### config.mk
export PLATFORM = sky130hd
export DESIGN_NAME = i2c_write_master
export DESIGN_NICKNAME = d
export VERILOG_FILES = /design/src/rtl/i2c_write_master.sv
export SDC_FILE = /design/constraint.sdc
export NUM_CORES = 1
export LEC_CHECK = 0
export ABC_CLOCK_PERIOD_IN_PS = 2250
export CORE_MARGIN = 10
export CORE_UTILIZATION = 45
export CTS_BUF_LIST = sky130_fd_sc_hd__clkbuf_8
export CTS_CLUSTER_SIZE = 24
export DETAILED_ROUTE_END_ITERATION = 7
export PLACE_DENSITY = 0.7
export SKIP_CTS_REPAIR_TIMING = 1
export SLEW_MARGIN = 10
export SYNTH_ARGS = -nofsm -noshare
export SYNTH_HDL_FRONTEND = slang
export SYNTH_SLANG_ARGS = --single-unit
### constraint.sdc
create_clock -name clock_25 -period 2.25 [get_ports clock_25]
set_clock_uncertainty 0.15 [all_clocks]
set_input_delay 0.3375 -clock clock_25 [delete_from_list [all_inputs] [get_ports clock_25]]
set_output_delay 0.3375 -clock clock_25 [all_outputs]
set_load 0.05 [all_outputs]
### src/rtl/i2c_write_master.sv
// i2c_write_master: write-only I2C master that sends a 3-byte frame and reports ACK/NACK
module i2c_write_master #(
  parameter int CLK_DIV = 62
) (
  input  logic        clock_25,
  input  logic        reset,
  input  logic        start,
  input  logic [7:0]  slave_address,
  input  logic [15:0] register_data,
  input  logic        i2c_serial_data_input,
  output logic        i2c_serial_data_output,
  output logic        i2c_serial_clock,
  output logic        stop,
  output logic        ack
);
  localparam int CW = (CLK_DIV > 1) ? $clog2(CLK_DIV) : 1;
  typedef enum logic [2:0] {S_IDLE, S_START, S_BIT, S_ACKBIT, S_STOP, S_FREE} state_e;
  state_e      state_q, state_d;
  logic [CW-1:0] cnt_q, cnt_d;
  logic [1:0]  qtr_q, qtr_d;
  logic [2:0]  bit_q, bit_d;
  logic [1:0]  byte_q, byte_d;
  logic [23:0] shift_q, shift_d;
  logic [1:0]  sync_q;
  logic        stop_q, stop_d, ack_q, ack_d, scl_q, scl_d, sda_q, sda_d;
  logic        tick;
  assign tick = cnt_q == CW'(CLK_DIV - 1);
  assign i2c_serial_clock = scl_q;
  assign i2c_serial_data_output = sda_q;
  assign stop = stop_q;
  assign ack = ack_q;
  // Sequencing: acceptance in IDLE, otherwise one step per quarter tick
  always_comb begin
    state_d = state_q;
    cnt_d   = tick ? '0 : cnt_q + CW'(1);
    qtr_d   = qtr_q;
    bit_d   = bit_q;
    byte_d  = byte_q;
    shift_d = shift_q;
    stop_d  = stop_q;
    ack_d   = ack_q;
    if (state_q == S_IDLE) begin
      if (start) begin
        shift_d = {slave_address, register_data};
        stop_d  = 1'b1;
        ack_d   = 1'b0;
        state_d = S_START;
        qtr_d   = 2'd0;
        cnt_d   = '0;
      end
    end else if (tick) begin
      qtr_d = qtr_q + 2'd1;
      case (state_q)
        S_START: if (qtr_q == 2'd1) begin
          state_d = S_BIT;
          qtr_d   = 2'd0;
          bit_d   = 3'd7;
          byte_d  = 2'd0;
        end
        S_BIT: if (qtr_q == 2'd3) begin
          shift_d = {shift_q[22:0], 1'b0};
          if (bit_q == 3'd0) state_d = S_ACKBIT;
          else bit_d = bit_q - 3'd1;
        end
        S_ACKBIT: begin
          if (qtr_q == 2'd2) ack_d = sync_q[1];
          if (qtr_q == 2'd3) begin
            if (ack_q || byte_q == 2'd2) state_d = S_STOP;
            else begin
              byte_d  = byte_q + 2'd1;
              bit_d   = 3'd7;
              state_d = S_BIT;
            end
          end
        end
        S_STOP: if (qtr_q == 2'd2) begin
          state_d = S_FREE;
          qtr_d   = 2'd0;
        end
        S_FREE: if (qtr_q == 2'd1) begin
          state_d = S_IDLE;
          qtr_d   = 2'd0;
          stop_d  = 1'b0;
        end
        default: ;
      endcase
    end
  end
  // Pin levels decoded from the next state so the registered pins line up with the state
  always_comb begin
    scl_d = 1'b1;
    sda_d = 1'b1;
    case (state_d)
      S_START: begin
        scl_d = qtr_d == 2'd0;
        sda_d = 1'b0;
      end
      S_BIT: begin
        scl_d = qtr_d[1];
        sda_d = shift_d[23];
      end
      S_ACKBIT: scl_d = qtr_d[1];
      S_STOP: begin
        scl_d = qtr_d != 2'd0;
        sda_d = qtr_d == 2'd2;
      end
      default: ;
    endcase
  end
  // State, counters, synchronizer and glitch-free registered pins
  always_ff @(posedge clock_25 or negedge reset) begin
    if (!reset) begin
      state_q <= S_IDLE;
      cnt_q   <= '0;
      qtr_q   <= 2'd0;
      bit_q   <= 3'd0;
      byte_q  <= 2'd0;
      shift_q <= 24'd0;
      sync_q  <= 2'b11;
      stop_q  <= 1'b0;
      ack_q   <= 1'b0;
      scl_q   <= 1'b1;
      sda_q   <= 1'b1;
    end else begin
      state_q <= state_d;
      cnt_q   <= cnt_d;
      qtr_q   <= qtr_d;
      bit_q   <= bit_d;
      byte_q  <= byte_d;
      shift_q <= shift_d;
      sync_q  <= {sync_q[0], i2c_serial_data_input};
      stop_q  <= stop_d;
      ack_q   <= ack_d;
      scl_q   <= scl_d;
      sda_q   <= sda_d;
    end
  end
endmodule

==> run summary <==
The critical path goes through ha_2 -> inv_1 -> o31ai_2 -> a21oi_1 -> or4_4 -> o41ai_2 -> o31ai_1. For this configuration, the core starts out at a cell density of 47.0%. The number of pins with negative max-slew slack in the final report came to 0. The most used flip-flop cell after synthesis is sky130_fd_sc_hd__dfrtp_1. The combinational share of power came out at 37.0%.

The y dimension of the die came out at 93.5 um. Once detail routing completed, the nets flagged for antenna violations numbered 0. For the final routed database, the setup TNS stands at 0 ns. The via count is 1,976. The fraction of post-synthesis cell area in the top cell type by area came out at 43.3%. After legalization and detailed placement, the total HPWL measured 4050 um. The total wire length after detailed routing came out at 5590 um. The power density relative to cell area is 837 nW/um^2. The total area of sequential cells came out at 1160 um^2.

The post-route netlist has 18.5% of its cells at a drive strength greater than 1. During I/O placement, the number of pins put on the boundary was 32. Based on the critical path, the design can be clocked at up to 0.453 GHz. The area of the core is 5170 um^2. The setup slack of the most critical reg-to-reg path is 0.04 ns.

The number of register bits inferred by synthesis is 46. The root cell of the clock tree is sky130_fd_sc_hd__clkbuf_8. The endpoint identified for the worst register-to-register timing path is bit_q[2].

After detailed routing, the average wire length per cell comes to 15.0 um. The final cycle utilization of the critical path came out at 98.1%. The startpoint identified for the worst register-to-register timing path is qtr_q[1]. The total global routing track utilization came out at 12.7%.

The floorplan row count came out at 26. From synthesis to final layout, the design area changed by 27.3%. The static power due to leakage came out at 0.00141 uW. The maximum buffer depth of the clock tree is 2.

The detailed-router iteration count before antenna repair is 4. The number of warnings reported in the yosys synthesis log came out at 0. The min-delay analysis places its worst path in the category reg2reg. After detailed routing, the number of vias per cell comes to 5.30. The largest net degree at the start of global routing is 25. Buffers inserted during clock tree synthesis total 5. The number of buffer cells added on primary ports came out at 31. The number of synthesized flops with an enable pin came out at 0. The transition time at the pin with the least slew margin came out at 0.546 ns. The final number of hold-violating endpoints was 0. The remaining design rule violation count came out at 0. The required time of the critical path is 2.27 ns. The post-route cell area is 3090 um^2. The number of global-route vias before repair came to 1,986. The filler cells instantiated in the layout total 458. The fraction of power consumed by sequential logic is 43.3%. The placement-stage cell area is 2920 um^2. The sum of overflow across all layers after global routing is 0. The H-tree depth is 2.

The worst setup path is launched from a register. The clock tree from TritonCTS is yes. The switching power is 900 uW.

The first global-routing pass estimated 9110 um of wire. At the later pin of the worst-skew pair, clock insertion delay measures 0.30 ns. Net switching is 34.8% of the power. Setup repair after global routing could not meet its margin everywhere. The post-synthesis area per instance is 9.45 um^2. The longest individual stage delay on the worst path came out at 0.47 ns.

The critical path arrival is 2.23 ns. The combined area of all synthesized cells is 2430 um^2. The clock network accounts for 19.7% of the total power. The worst setup path is captured at a register.

The sequential area share after synthesis is 47.6%. After synthesis, the cell types taking the most area are sky130_fd_sc_hd__dfrtp_1 43%, sky130_fd_sc_hd__nand2_1 9.0%, sky130_fd_sc_hd__a22oi_1 7.1%, sky130_fd_sc_hd__ha_1 5.7%, sky130_fd_sc_hd__dfstp_2 4.3%. The number of antenna violations at the first check in global routing is 0. By count the netlist is led by 58 x sky130_fd_sc_hd__nand2_1, 42 x sky130_fd_sc_hd__dfrtp_1, 23 x sky130_fd_sc_hd__a22oi_1, 17 x sky130_fd_sc_hd__nor2_1, 14 x sky130_fd_sc_hd__inv_1. The post-route minimum period came out at 2.21 ns. The remaining max-slew budget at the tightest pin is 63.6%. sky130_fd_sc_hd__dfrtp_1 takes more of the synthesized area than any other cell. The repair_antennas step left the layout with diodes totalling 0.

The maximum ir drop on the vdd rail came out at 0.398 mV. The slowest stage of the critical path belongs to the cell sky130_fd_sc_hd__or4_4. The die covers 8740 um^2.

The run finished with clean final reports. The final layout contains 341 nets. After clock tree synthesis, the clock-pin slew on the worst setup and hold paths is 0.08 ns. The critical path ends at bit_q[2]. The most critical setup path has its startpoint at qtr_q[1]. The peak fanout along the critical path is 5.

For this run, asynchronously set or reset flops after synthesis account for 100%. The violation count after the first detailed-route iteration is 81. The total of max-cap violations is 0. The die width is 93.5 um. Setup violations remaining at the end of the flow were counted as 0. The internal portion of the total power is 1690 uW.

The number of cells produced by synthesis is 257. In the post-synthesis netlist, the cell with the most instances is sky130_fd_sc_hd__nand2_1. The number of distinct library cells after synthesis came out at 45. The clock sink count came out at 46. By startpoint and endpoint, the worst setup path is classified as reg2reg.

The routability-driven placement congestion ratio is 0.883. The area of the multi-input gates came out at 1210 um^2. Synthesis produced a netlist with a net count of 296. The path depth of the worst reg2reg path came out at 7.
## power by group through the flow
stage | registers, uW | logic (uW) | clock network, uW
CTS | 1110 | 889 | 527
finish | 1120 | 958 | 509
detailed placement | 1130 | 886 | 0
global route | 1140 | 1060 | 561
floorplan | 1140 | 546 | 0
global placement | 1120 | 871 | 0
## critical path: cells and delay by family (launching register included)
kind | cells | cell delay [ns]
AND/OR/NAND/NOR | 1 | 0.47
adder cells (fa/ha/maj) | 1 | 0.25
buffers and inverters | 1 | 0.08
flip-flops | 1 | 0.40
AO/OA/AOI/OAI | 4 | 0.72
## kinds of logic (layout without fill, tap and decap cells)
logic type,after synthesis,count (layout),share of synthesized area (%)
AOI/OAI and AO/OA,54,54,17.5
xor gates and xnor gates,4,4,1.44
adders and majority gates,11,11,5.67
buffers and inverters,30,76,5.31
DFF,46,46,47.6
muxes,2,2,0.876
and+or+nand+nor,110,110,21.6
## metrics by stage
stage	power [uW]	hold slack, ns	worst slack (ns)	util, %	instances
after floorplan	1690	-0.108	0.0958	-	257
after global placement	1990	0.197	0.0231	56.4	363
after detailed placement	2020	0.197	-0.0602	56.4	363
after CTS	2530	-0.121	-0.0736	58.1	371
after global routing	2770	0.211	-0.0475	59.8	373
final	2590	0.207	0.0421	59.8	373
## layout by cell type, fill, tap and decap left out, types with 2 or more instances in the layout
cell                               n
sky130_fd_sc_hd__buf_4            21
sky130_fd_sc_hd__a21o_1            2
sky130_fd_sc_hd__dfrtp_1          40
sky130_fd_sc_hd__o31ai_1           3
sky130_fd_sc_hd__nand2_1          57
sky130_fd_sc_hd__xnor2_1           2
sky130_fd_sc_hd__a211oi_2          2
sky130_fd_sc_hd__xor2_1            2
sky130_fd_sc_hd__o21ai_0           4
sky130_fd_sc_hd__and3_1            2
sky130_fd_sc_hd__inv_1            15
sky130_fd_sc_hd__nor2b_1           6
sky130_fd_sc_hd__nor3_1            5
sky130_fd_sc_hd__ha_1              9
sky130_fd_sc_hd__nand3_1           6
sky130_fd_sc_hd__a31oi_1           3
sky130_fd_sc_hd__and2_1            2
sky130_fd_sc_hd__nor2_1           17
sky130_fd_sc_hd__o41ai_2           2
sky130_fd_sc_hd__ha_2              2
sky130_fd_sc_hd__clkbuf_8          6
sky130_fd_sc_hd__clkdlybuf4s50_1  30
sky130_fd_sc_hd__dfrtp_2           2
sky130_fd_sc_hd__dfstp_2           4
sky130_fd_sc_hd__o31ai_2           2
sky130_fd_sc_hd__a21oi_1           5
sky130_fd_sc_hd__a22oi_1          23
## cell type report
class | count | share of cell area, %
clock buffers | 6 | 2.67
well taps | 70 | 2.83
repair buffers | 54 | 15.9
flip-flops and latches | 46 | 37.5
multi-input cells | 181 | 39.1
inverters | 14 | 1.70
clock inverters | 2 | 0.283
## sequential cells by signal (all words and copies together) (netlist names)
register                count
byte_q                      2
qtr_q                       2
cnt_q                       6
bit_q                       3
shift_q                    24
stop                        1
sync_q                      2
ack                         1
i2c_serial_clock            1
i2c_serial_data_output      1
state_q                     3
## worst min path at each step
stage / from / slack, ns / cells after the start / endpoint
2_1_floorplan: reset / -0.11 / 0 / ack
3_3_place_gp: reset / 0.20 / 1 / bit_q[1]
3_5_place_dp: reset / 0.20 / 1 / bit_q[2]
4_1_cts: reset / -0.12 / 1 / bit_q[1]
5_1_grt: sync_q[0] / 0.21 / 0 / sync_q[1]
6_report: sync_q[0] / 0.21 / 0 / sync_q[1]
## metal layers
layer / global-route usage [%] / wire length, um / vias to the layer above
li1: - / - / 983
met3: 3.12 / 208 / 8
met4: 4.37 / 65 / 0
met5: 0 / 0 / -
met1: 15.5 / 2490 / 952
met2: 21.4 / 2830 / 33
(Power assumes the default switching activity.)
